**config.mk**
```make
export PLATFORM = sky130hd
export DESIGN_NAME = switch_format_unit
export DESIGN_NICKNAME = d
export VERILOG_FILES = /design/src/rtl/switch_fmt_pkg.sv /design/src/rtl/switch_format_unit_dabble_digit.sv /design/src/rtl/switch_format_unit.sv
export SDC_FILE = /design/constraint.sdc
export NUM_CORES = 1
export LEC_CHECK = 0
export CAP_MARGIN = 20
export CORE_ASPECT_RATIO = 0.5
export CORE_MARGIN = 4
export CORE_UTILIZATION = 23
export DETAILED_ROUTE_END_ITERATION = 12
export PLACE_DENSITY = 0.4
export SKIP_CTS_REPAIR_TIMING = 1
export SLEW_MARGIN = 30
export SYNTH_ARGS = -nofsm -noshare
export SYNTH_HDL_FRONTEND = slang
export SYNTH_SLANG_ARGS = --single-unit
export TNS_END_PERCENT = 100
```
**constraint.sdc**
```tcl
create_clock -name clk -period 2.3 [get_ports clk]
set_input_delay 0.345 -clock clk [delete_from_list [all_inputs] [get_ports clk]]
set_output_delay 0.345 -clock clk [all_outputs]
set_load 0.02 [all_outputs]
```
**src/rtl/switch_fmt_pkg.sv**
```systemverilog
// Shared types and constants for the switch formatting unit.
// acc_digits() sizes the BCD accumulator so it can hold the widest raw switch value.
package switch_fmt_pkg;

   typedef enum logic [1:0] {
      FMT_BIN       = 2'd0,
      FMT_BCD       = 2'd1,
      FMT_BCD_BLANK = 2'd2,
      FMT_ALT_BIN   = 2'd3
   } fmt_mode_t;

   typedef enum logic [1:0] {
      ST_IDLE  = 2'd0,
      ST_SHIFT = 2'd1,
      ST_DONE  = 2'd2
   } fsm_state_t;

   localparam logic [3:0] BLANK_DIGIT = 4'hF;

   // Number of decimal digits needed for 2^in_w-1.
   function automatic int acc_digits(input int in_w);
      longint v;
      int     d;
      v = (longint'(1) << in_w) - 1;
      d = 0;
      do begin
         v = v / 10;
         d++;
      end while (v > 0);
      return d;
   endfunction

endpackage

```
**src/rtl/switch_format_unit_dabble_digit.sv**
```systemverilog
// One BCD digit correction step of double dabble: add 3 when the digit is 5 or more.
module dabble_digit (
   input  logic [3:0] i_digit,
   output logic [3:0] o_digit
);

   assign o_digit = (i_digit >= 4'd5) ? i_digit + 4'd3 : i_digit;

endmodule

```
**src/rtl/switch_format_unit.sv**
```systemverilog
// Snapshots the switch inputs, converts them to BCD with a serial double-dabble
// engine, and presents the held result as binary, BCD or zero-blanked BCD.
module switch_format_unit
   import switch_fmt_pkg::*;
#(
   parameter int IN_W   = 12,
   parameter int DIGITS = 4
) (
   input  logic                  clk,
   input  logic                  reset,
   input  logic [IN_W-1:0]       switches_inputs,
   input  logic [1:0]            format_mode,
   output logic [4*DIGITS-1:0]   switches_subsystem_outputs,
   output logic                  data_valid,
   output logic                  busy,
   output logic                  overflow
);

   localparam int OUT_W = 4 * DIGITS;
   localparam int ACC_D = acc_digits(IN_W);
   localparam int ACC_W = 4 * ACC_D;
   localparam int PAD_D = (ACC_D > DIGITS) ? ACC_D : DIGITS;
   localparam int PAD_W = 4 * PAD_D;
   localparam int CNT_W = $clog2(IN_W + 1);
   localparam logic [CNT_W-1:0] LAST_CNT = CNT_W'(IN_W - 1);

   generate
      if (IN_W < 1 || IN_W > 20) begin : g_bad_in_w
         $error("switch_format_unit: IN_W must be within 1..20");
      end
      if (OUT_W < IN_W) begin : g_bad_digits
         $error("switch_format_unit: 4*DIGITS must be >= IN_W");
      end
   endgenerate

   fsm_state_t        r_state;
   logic [IN_W-1:0]   r_sw_q;
   logic [IN_W-1:0]   r_src_q;
   logic [IN_W-1:0]   r_shift;
   logic [ACC_W-1:0]  r_acc;
   logic [CNT_W-1:0]  r_cnt;
   logic [IN_W-1:0]   r_bin_hold;
   logic [OUT_W-1:0]  r_bcd_hold;
   logic              r_overflow;
   logic              r_data_valid;
   logic              r_busy;

   logic [ACC_W-1:0]  w_dabbled;
   logic [ACC_W-1:0]  w_acc_shifted;
   logic [PAD_W-1:0]  w_acc_pad;
   logic [OUT_W-1:0]  w_acc_low;
   logic              w_high_nz;
   logic [OUT_W-1:0]  w_blanked;
   logic [OUT_W-1:0]  w_out;

   genvar gi;
   generate
      for (gi = 0; gi < ACC_D; gi++) begin : g_dabble
         dabble_digit u_dabble (
            .i_digit (r_acc[4*gi +: 4]),
            .o_digit (w_dabbled[4*gi +: 4])
         );
      end
   endgenerate

   assign w_acc_shifted = {w_dabbled[ACC_W-2:0], r_shift[IN_W-1]};
   assign w_acc_pad     = PAD_W'(r_acc);
   assign w_acc_low     = w_acc_pad[OUT_W-1:0];

   // Any nonzero digit beyond the presented ones means the value cannot be shown.
   always_comb begin
      w_high_nz = 1'b0;
      for (int i = DIGITS; i < PAD_D; i++) begin
         w_high_nz = w_high_nz | (|w_acc_pad[4*i +: 4]);
      end
   end

   always_ff @(posedge clk) begin
      if (reset) begin
         r_state      <= ST_IDLE;
         r_sw_q       <= '0;
         r_src_q      <= '0;
         r_shift      <= '0;
         r_acc        <= '0;
         r_cnt        <= '0;
         r_bin_hold   <= '0;
         r_bcd_hold   <= '0;
         r_overflow   <= 1'b0;
         r_data_valid <= 1'b0;
         r_busy       <= 1'b0;
      end else begin
         r_sw_q       <= switches_inputs;
         r_data_valid <= 1'b0;
         case (r_state)
            ST_IDLE: begin
               if (r_sw_q != r_src_q) begin
                  r_src_q <= r_sw_q;
                  r_shift <= r_sw_q;
                  r_acc   <= '0;
                  r_cnt   <= '0;
                  r_busy  <= 1'b1;
                  r_state <= ST_SHIFT;
               end
            end
            ST_SHIFT: begin
               r_acc   <= w_acc_shifted;
               r_shift <= r_shift << 1;
               r_cnt   <= r_cnt + CNT_W'(1);
               if (r_cnt == LAST_CNT) begin
                  r_state <= ST_DONE;
               end
            end
            ST_DONE: begin
               r_bin_hold   <= r_src_q;
               r_bcd_hold   <= w_high_nz ? {DIGITS{4'd9}} : w_acc_low;
               r_overflow   <= w_high_nz;
               r_data_valid <= 1'b1;
               r_busy       <= 1'b0;
               r_state      <= ST_IDLE;
            end
            default: begin
               r_busy  <= 1'b0;
               r_state <= ST_IDLE;
            end
         endcase
      end
   end

   // Blank zero digits from the top down until the first nonzero; digit 0 always shows.
   always_comb begin : p_blank
      logic v_lead;
      v_lead    = 1'b1;
      w_blanked = r_bcd_hold;
      for (int i = DIGITS - 1; i >= 1; i--) begin
         if (r_bcd_hold[4*i +: 4] != 4'd0) begin
            v_lead = 1'b0;
         end
         if (v_lead) begin
            w_blanked[4*i +: 4] = BLANK_DIGIT;
         end
      end
   end

   always_comb begin
      case (fmt_mode_t'(format_mode))
         FMT_BCD:       w_out = r_bcd_hold;
         FMT_BCD_BLANK: w_out = w_blanked;
         default:       w_out = OUT_W'(r_bin_hold);
      endcase
   end

   assign switches_subsystem_outputs = w_out;
   assign data_valid                 = r_data_valid;
   assign busy                       = r_busy;
   assign overflow                   = r_overflow;

endmodule

```
# After elaboration in Yosys (flattened, before gate mapping)
# Index checks and enable logic that the tools add are counted.
word_totals:
  out_inout_bits: 19
  reg_bits: 88
  inputBits: 16
  mem_count: 0
  romBits: 0
  elab_cells: 60
  ramBits: 0
  latchBits: 0
op_classes:
  n_mul: 0
  n_addsub: 5
  shift: 0
  eq_ne: 8
  mux: 23
  n_lt_le_gt_ge: 4
  bitwise: 1
  reduce_logical: 9
  n_div: 0
op_table:
  columns: ["op", "count"]
  rows:
  - ["$pmux W16 S2", 2]
  - ["$mux W4", 7]
  - ["$pmux W12 S2", 1]
  - ["$ge A4 B3 Y1 const B", 4]
  - ["$mux W16", 1]
  - ["$add A4 B2 Y4 const B", 3]
  - ["$mux W12", 1]
  - ["$ne A12 B12 Y1", 1]
  - ["$reduce_bool A4 Y1", 3]
  - ["$pmux W4 S2", 1]
  - ["$reduce_and A2 Y1", 4]
  - ["$mux W1", 5]
  - ["$add A4 B1 Y4 const B", 1]
  - ["$eq A2 B1 Y1 const B", 2]
  - ["$eq A2 B2 Y1 const B", 2]
  - ["$eq A4 B4 Y1 const B", 1]
  - ["$mux W2", 2]
  - ["$ne A2 B2 Y1 const B", 2]
  - ["$pmux W2 S2", 1]
  - ["$add A3 B2 Y3 const B", 1]
  - ["$mux W3", 1]
  - ["$logic_not A2 Y1", 1]
  - ["$pmux W1 S2", 1]
  - ["$reduce_bool A2 Y1", 1]
  - ["$not A1 Y1", 1]

# Logic depth before layout (Yosys ltp)
# Gate-level depths: netlist of run 1.
logic_depth:
  depth_word: 6
  depth_mapped: 7
  depth_no_buf: 7

# Modules after synthesis
# From an unflattened synthesis of run 1, not the netlist that was laid out.
unflattened:
  cells_unflattened: 487
  hier_area_um2: 3996.3
by_module_without_submodules:
  columns: ["mod", "area_per_inst_um2", "n_inst", "cells_per_inst", "seq_area_each_um2"]
  rows:
  - ["switch_format_unit", 3590.9, 1, 423, 1761.7]
  - ["dabble_digit", 101.3, 4, 16, 0.0]

# Worst setup path after synthesis of run 1
# No wires, ideal clock.
synth_path:
  path_type: "input-to-output"
  from: "input format_mode[0]"
  to: "output switches_subsystem_outputs[1]"
  path_slack_ns: 0.298
  required_time_ns: 1.955
  path_buffers: 2
  arrival_ns: 1.657
  cell_stages: 7
  cell_sequence: "inv_1 ha_1 or2_2 clkbuf_1 clkbuf_1 nand2_1 o21ai_0"
synth_between:
  elab_chain_len: 2
  word_cells_on_any_way: 3
  classes_between: "2 x eq/ne; 1 x mux"
synth_rtl:
  columns: ["element", "line_no", "source"]
  rows:
  - ["from (decl)", "switch_format_unit.sv:12", "input logic [1:0] format_mode,"]
  - ["$eq A2 B2 Y1 or $eq A2 B1 Y1 (tied branches)", "switch_format_unit.sv:145", "case (fmt_mode_t'(format_mode))"]
  - ["$pmux W16 S2 (*)", "switch_format_unit.sv:145", null]
  - ["to (decl)", "switch_format_unit.sv:13", "output logic [4*DIGITS-1:0] switches_subsystem_outputs,"]
# Every way passes the cells marked *; elsewhere a longest branch is shown, timed or not.

# Final worst setup path of run 1
layout_path:
  from: "input format_mode[0]"
  to: "output switches_subsystem_outputs[4]"
# The elaborated chain is that of the path after synthesis.

==> results.tsv, run 1 <==
metric	value	unit
path_class	input port to output pin	
async_reset_ff_frac	0	
hold_class	input port to flop	
syn-num-nets	496	
dpl.hpwl	7062	µm
p_per_area	709.1	nW/µm²
syn_to_final_growth	23.64	%
synth_top_area_share	0.4363	
synth_most_common_cell	dfxtp_1	
root_buffer	clkbuf_16	
cp.required	1.96	ns
viasPerCell	4.284	
netlist_top_cells_area	dfxtp_1, nand2_1, a21oi_1	
ctsHtreeMaxLevel	3	
cts.clk_slew.worst_paths	0.07	ns
synth_top_flop_cell	dfxtp_1	
drc	0	
rsz0062_at_grt	yes	
path_cells	clkdlybuf4s50_1 -> inv_1 -> ha_1 -> buf_12 -> nor2b_1 -> a21oi_1 -> dlymetal6s2s_1	
grt_pass1_vias	3135	
fp.dieH	101.7	µm
clk-insertion-delay-late	0.34	ns
cts.sinks	88	
fmax	451.8	MHz
holdPathStages	2	
core_area	16800	µm²
die_area	19870	µm²
rows	33	
relSlewSlack	0.6170	
cts_tree	built	
slew_viol_final	0	
cts_buffers	9	
drt_first_pass_iters	6	
synth_warnings	0	
slowest_delay	0.48	ns
port_buffers	33	
place_ws	-0.4034	ns
grt_max_degree	58	
placed_cell_area	4666	µm²
synth_area	4038	µm²
period_minus_slack	2.213	ns
worstMarginPinSlew	0.5737	ns
crit_path_max_fanout	20	
drtIter0Drc	155	
ys_ff_latch	88	
end_kind	output pin	
die_w	195.4	µm
synth_cell_types	35	
yosysSeqAreaShare	0.4363	
num_vias	3149	
synth_edf_count	0	
antennaDiodeCount	0	
grt-ovfl-total	0	
slowest_stage	clkdlybuf4s50_1	
r2r_cells	5	
num-nets-final	530	
crit_arrival	1.87	ns
hold_viol_final	0	
layout-drive-gt1-share	0.1220	
status	completed	
routabilityCongestion	0.7027	
tns	0	ns
min_period_over_period	0.9623	
synthesis.instances	469	
crit_path_start_kind	input port	
max_cap_viol_count	0	
ant_nets	0	
start_util	0.2403	
yosys-top-cells-count	dfxtp_1, nand2_1, a21oi_1	
fin_skew	0.008444	ns
antenna_found_initial	0	
fin_util	0.2971	
holdWs	0.2817	ns
fill_cells	1825	
ctsLongestPathBuffers	2	
yosys.area.top_type	dfxtp_1	
fin_ws	0.08680	ns
wl_per_cell	13.49	µm
track_usage	0.1030	
ios	35	
avgSynthCellArea	8.609	µm²
setup_viol	0	
grt_pass1_wl	16290	µm
p_leak	1.860	nW
ir_drop	0.0003997	V
routed_wl	9916	µm
final_area	4992	µm²
logic make-up after synthesis:
family,count (synthesis),synth area share
buf+inv,48,0.05330
fa+ha+maj,11,0.03409
simple gates,185,0.2141
mux,12,0.03006
xor+xnor,20,0.04338
other cells,1,0.0009288
compound gates,104,0.1878
flops,88,0.4363
per-stage QoR:
| stage | power (mW) | instances |
|---|---|---|
| floorplan | 1.854 | 469 |
| global placement | 1.988 | 719 |
| detailed placement | 1.991 | 719 |
| CTS | 3.617 | 735 |
| global route | 3.697 | 735 |
| finish | 3.540 | 735 |
layer usage:
metal | up-vias | GRT usage | wire length (µm) | share of wire
li1 | 1652 | - | - | -
met1 | 1466 | 0.1417 | 5218 | 0.53
met2 | 21 | 0.1603 | 4369 | 0.44
met3 | 10 | 0.02592 | 203 | 0.020
met4 | 0 | 0.03217 | 125 | 0.013
met5 | - | 0 | 0 | 0
final timing paths:
check                 startpoint  slack (ns)                            end
hold reg to reg             busy        0.46                           busy
setup / recovery  format_mode[0]        0.09  switches_subsystem_outputs[4]
setup reg to reg       r_sw_q[7]        0.42                     r_shift[8]
hold / removal             reset        0.28                       r_cnt[0]
sequential cells by signal, summed over array words and instances, names as in the netlist:
name	cells
r_bin_hold	12
r_sw_q	12
r_state	2
r_acc	16
r_cnt	4
r_bcd_hold	16
r_shift	12
data_valid	1
busy	1
r_src_q	12
placed cells by master (no fill, tap or decap), types with 2 or more instances in the layout:
cell type	count
buf_2	2
inv_6	2
inv_1	19
nor2b_1	16
a211oi_2	4
dfxtp_1	88
nor2_2	2
or4_1	2
clkinvlp_4	2
nand4_1	3
mux2i_1	11
nand2_1	86
buf_4	19
o32ai_2	10
xnor2_1	20
nor2_1	31
dlymetal6s2s_1	10
nand2b_1	28
nor4_1	2
or2b_1	3
clkdlybuf4s50_1	16
nand3_1	2
ha_1	11
o221a_1	11
clkbuf_2	4
a21oi_1	57
bufinv_16	2
nor3_1	3
o21ai_0	12
nor3b_1	3
clkbuf_16	9
a31oi_1	4
o32ai_1	3
where the power goes:
part	internal, mW	total [mW]	switching, mW
Clock	0.961	1.60	0.639
Sequential	1.57	1.62	0.0457
Combinational	0.150	0.325	0.174
worst max-delay path, delay by kind of cell:
kind | cells | cell delay [ns]
AND/OR/NAND/NOR | 1 | 0.13
AO/OA/AOI/OAI | 1 | 0.10
buffers and inverters | 4 | 0.95
adder cells (fa/ha/maj) | 1 | 0.35
area by class of cell:
type / instances / area, µm² / area share
multi-input combinational: 333 / 2071 / 0.4148
sequential: 88 / 1762 / 0.3529
timing repair buffer: 52 / 478.0 / 0.09574
tap: 227 / 284.0 / 0.05689
clock buffer: 9 / 225.2 / 0.04511
clock inverter: 7 / 101.3 / 0.02030
inverter: 19 / 71.32 / 0.01429
Note: power is estimated with default switching activity, not from simulation.
==> inputs of run 2 (changes only) <==
--- a/config.mk
+++ b/config.mk
@@ -8,9 +8,9 @@
 export CAP_MARGIN = 20
 export CORE_ASPECT_RATIO = 0.5
 export CORE_MARGIN = 4
-export CORE_UTILIZATION = 23
+export CORE_UTILIZATION = 45
 export DETAILED_ROUTE_END_ITERATION = 12
-export PLACE_DENSITY = 0.4
+export PLACE_DENSITY = 0.66
 export SKIP_CTS_REPAIR_TIMING = 1
 export SLEW_MARGIN = 30
 export SYNTH_ARGS = -nofsm -noshare
==> run 2 against run 1 <==
Net effect:
- fmax about the same
- cell count decreased by 15%
- total power shrank 7.7%
- non-clock buffer count shrank 1
- count of clock-buffer cells in the layout increased by 2
- routed wire length decreased by 16%
- design area decreased by 4.4%
- flip-flop and latch count unchanged
- setup slack worse by 0.00065 ns
- critical path depth did not move
- critical path type unchanged
- highest routed layer unchanged
==> results.tsv, run 2 (same netlist as run 1, synthesis figures left out) <==
metric	value	unit
status	completed	
p_leak	1.794	nW
holdWs	0.3504	ns
antennaDiodeCount	0	
r2r_cells	5	
final_common_cell	dfxtp_1	
ctsHtreeMaxLevel	3	
slowest_delay	0.48	ns
antenna_found_initial	0	
worstReg2RegEnd	r_shift[7]	
placed_cell_area	4524	µm²
end_kind	output pin	
grt-ovfl-total	0	
fp.dieH	74.98	µm
holdPathStages	2	
root_buffer	clkbuf_16	
routabilityCongestion	0.7842	
top_regs	r_acc (16), r_bcd_hold (16)	
rows	24	
grt_pass1_vias	2931	
grt_pass1_wl	14100	µm
holdPathEnd	r_cnt[0]	
fin_skew	0.007748	ns
min_period_over_period	0.9625	
ctsLongestPathBuffers	2	
hold_class	input port to flop	
fin_ws	0.08615	ns
drtIter0Drc	199	
ir_drop	0.0003808	V
setup_viol	0	
p_per_area	684.5	nW/µm²
crit_path_max_fanout	19	
core_area	8708	µm²
port_buffers	33	
clk-insertion-delay-late	0.34	ns
layout-drive-gt1-share	0.1225	
fmax	451.7	MHz
crit_arrival	1.87	ns
period_minus_slack	2.214	ns
dpl.hpwl	5829	µm
routed_wl	8313	µm
cts_buffers	9	
num-nets-final	529	
slowest_stage	clkdlybuf4s50_1	
final_area	4775	µm²
r2r_setup_slack	0.33	ns
die_area	10640	µm²
rsz0062_at_grt	no	
cp-startpoint	format_mode[0]	
hold_viol_final	0	
wl_per_cell	13.34	µm
ant_nets	0	
grt_max_degree	48	
path_class	input port to output pin	
num_vias	3178	
cts_tree	built	
cts.clk_slew.worst_paths	0.06	ns
drc	0	
die_w	142.0	µm
hold_start	reset	
max_cap_viol_count	0	
start_util	0.4636	
layout_common_cells	dfxtp_1, nand2_1, a21oi_1, nor2_1, nand2b_1	
path_cells	clkdlybuf4s50_1 -> inv_1 -> ha_1 -> buf_12 -> nor2b_1 -> a21oi_1 -> clkbuf_2	
rr_startpoint	r_src_q[0]	
relSlewSlack	0.5068	
cp.required	1.96	ns
crit_path_start_kind	input port	
drt_first_pass_iters	4	
fin_util	0.5483	
viasPerCell	5.101	
ios	35	
worstMarginPinSlew	0.7374	ns
slew_viol_final	0	
cts.sinks	88	
track_usage	0.1676	
syn_to_final_growth	18.25	%
place_ws	-0.3564	ns
[run 2: cell types whose count changed in the layout (fill, tap and decap cells not counted), sizes merged]
cell / previous run / this run
buf: 22 / 21
bufinv: 2 / 0
inv: 21 / 20
clkbuf: 13 / 18
clkinv: 1 / 2
clkinvlp: 2 / 1
dlymetal6s2s: 10 / 7
[run 2: area by class of cell]
class / count / area [µm²]
clock buffers: 11 / 242.7
multi-input cells: 333 / 2077
inverters: 19 / 71.32
clock inverters: 4 / 30.03
flip-flops and latches: 88 / 1762
repair buffers: 51 / 445.4
well taps: 117 / 146.4
fillers: 823 / 3934
[run 2: worst max-delay path by stage]
stage                                     to  cells past startpoint
2_1_floorplan  switches_subsystem_outputs[1]                      7
3_3_place_gp   switches_subsystem_outputs[9]                      7
3_5_place_dp   switches_subsystem_outputs[8]                      7
4_1_cts        switches_subsystem_outputs[9]                      6
5_1_grt        switches_subsystem_outputs[5]                      7
6_report       switches_subsystem_outputs[5]                      7
[run 2: through the flow]
stage          instances  power, mW  TNS [ns]
2_1_floorplan        469      1.854         0
3_3_place_gp         608      1.969    -4.436
3_5_place_dp         608      1.974    -4.805
4_1_cts              623      3.318    -5.085
5_1_grt              623      3.410         0
6_report             623      3.268         0
[run 2: layer usage]
| metal | vias up | share of wire | global-route usage |
|---|---|---|---|
| li1 | 1650 | - | - |
| met1 | 1473 | 0.51 | 0.2198 |
| met2 | 45 | 0.45 | 0.2739 |
| met3 | 10 | 0.032 | 0.05330 |
| met4 | 0 | 0.0087 | 0.04149 |
| met5 | - | 0 | 0 |
[run 2: power by group]
group,switching [mW],internal (mW)
combinational,0.167,0.145
sequential,0.0435,1.57
clock,0.583,0.759
[run 2: critical path: cells and delay by family]
kind | cells | cell delay [ns]
AOI/OAI and AO/OA | 1 | 0.14
adders and majority gates | 1 | 0.36
buffers and inverters | 4 | 0.90
and+or+nand+nor | 1 | 0.12
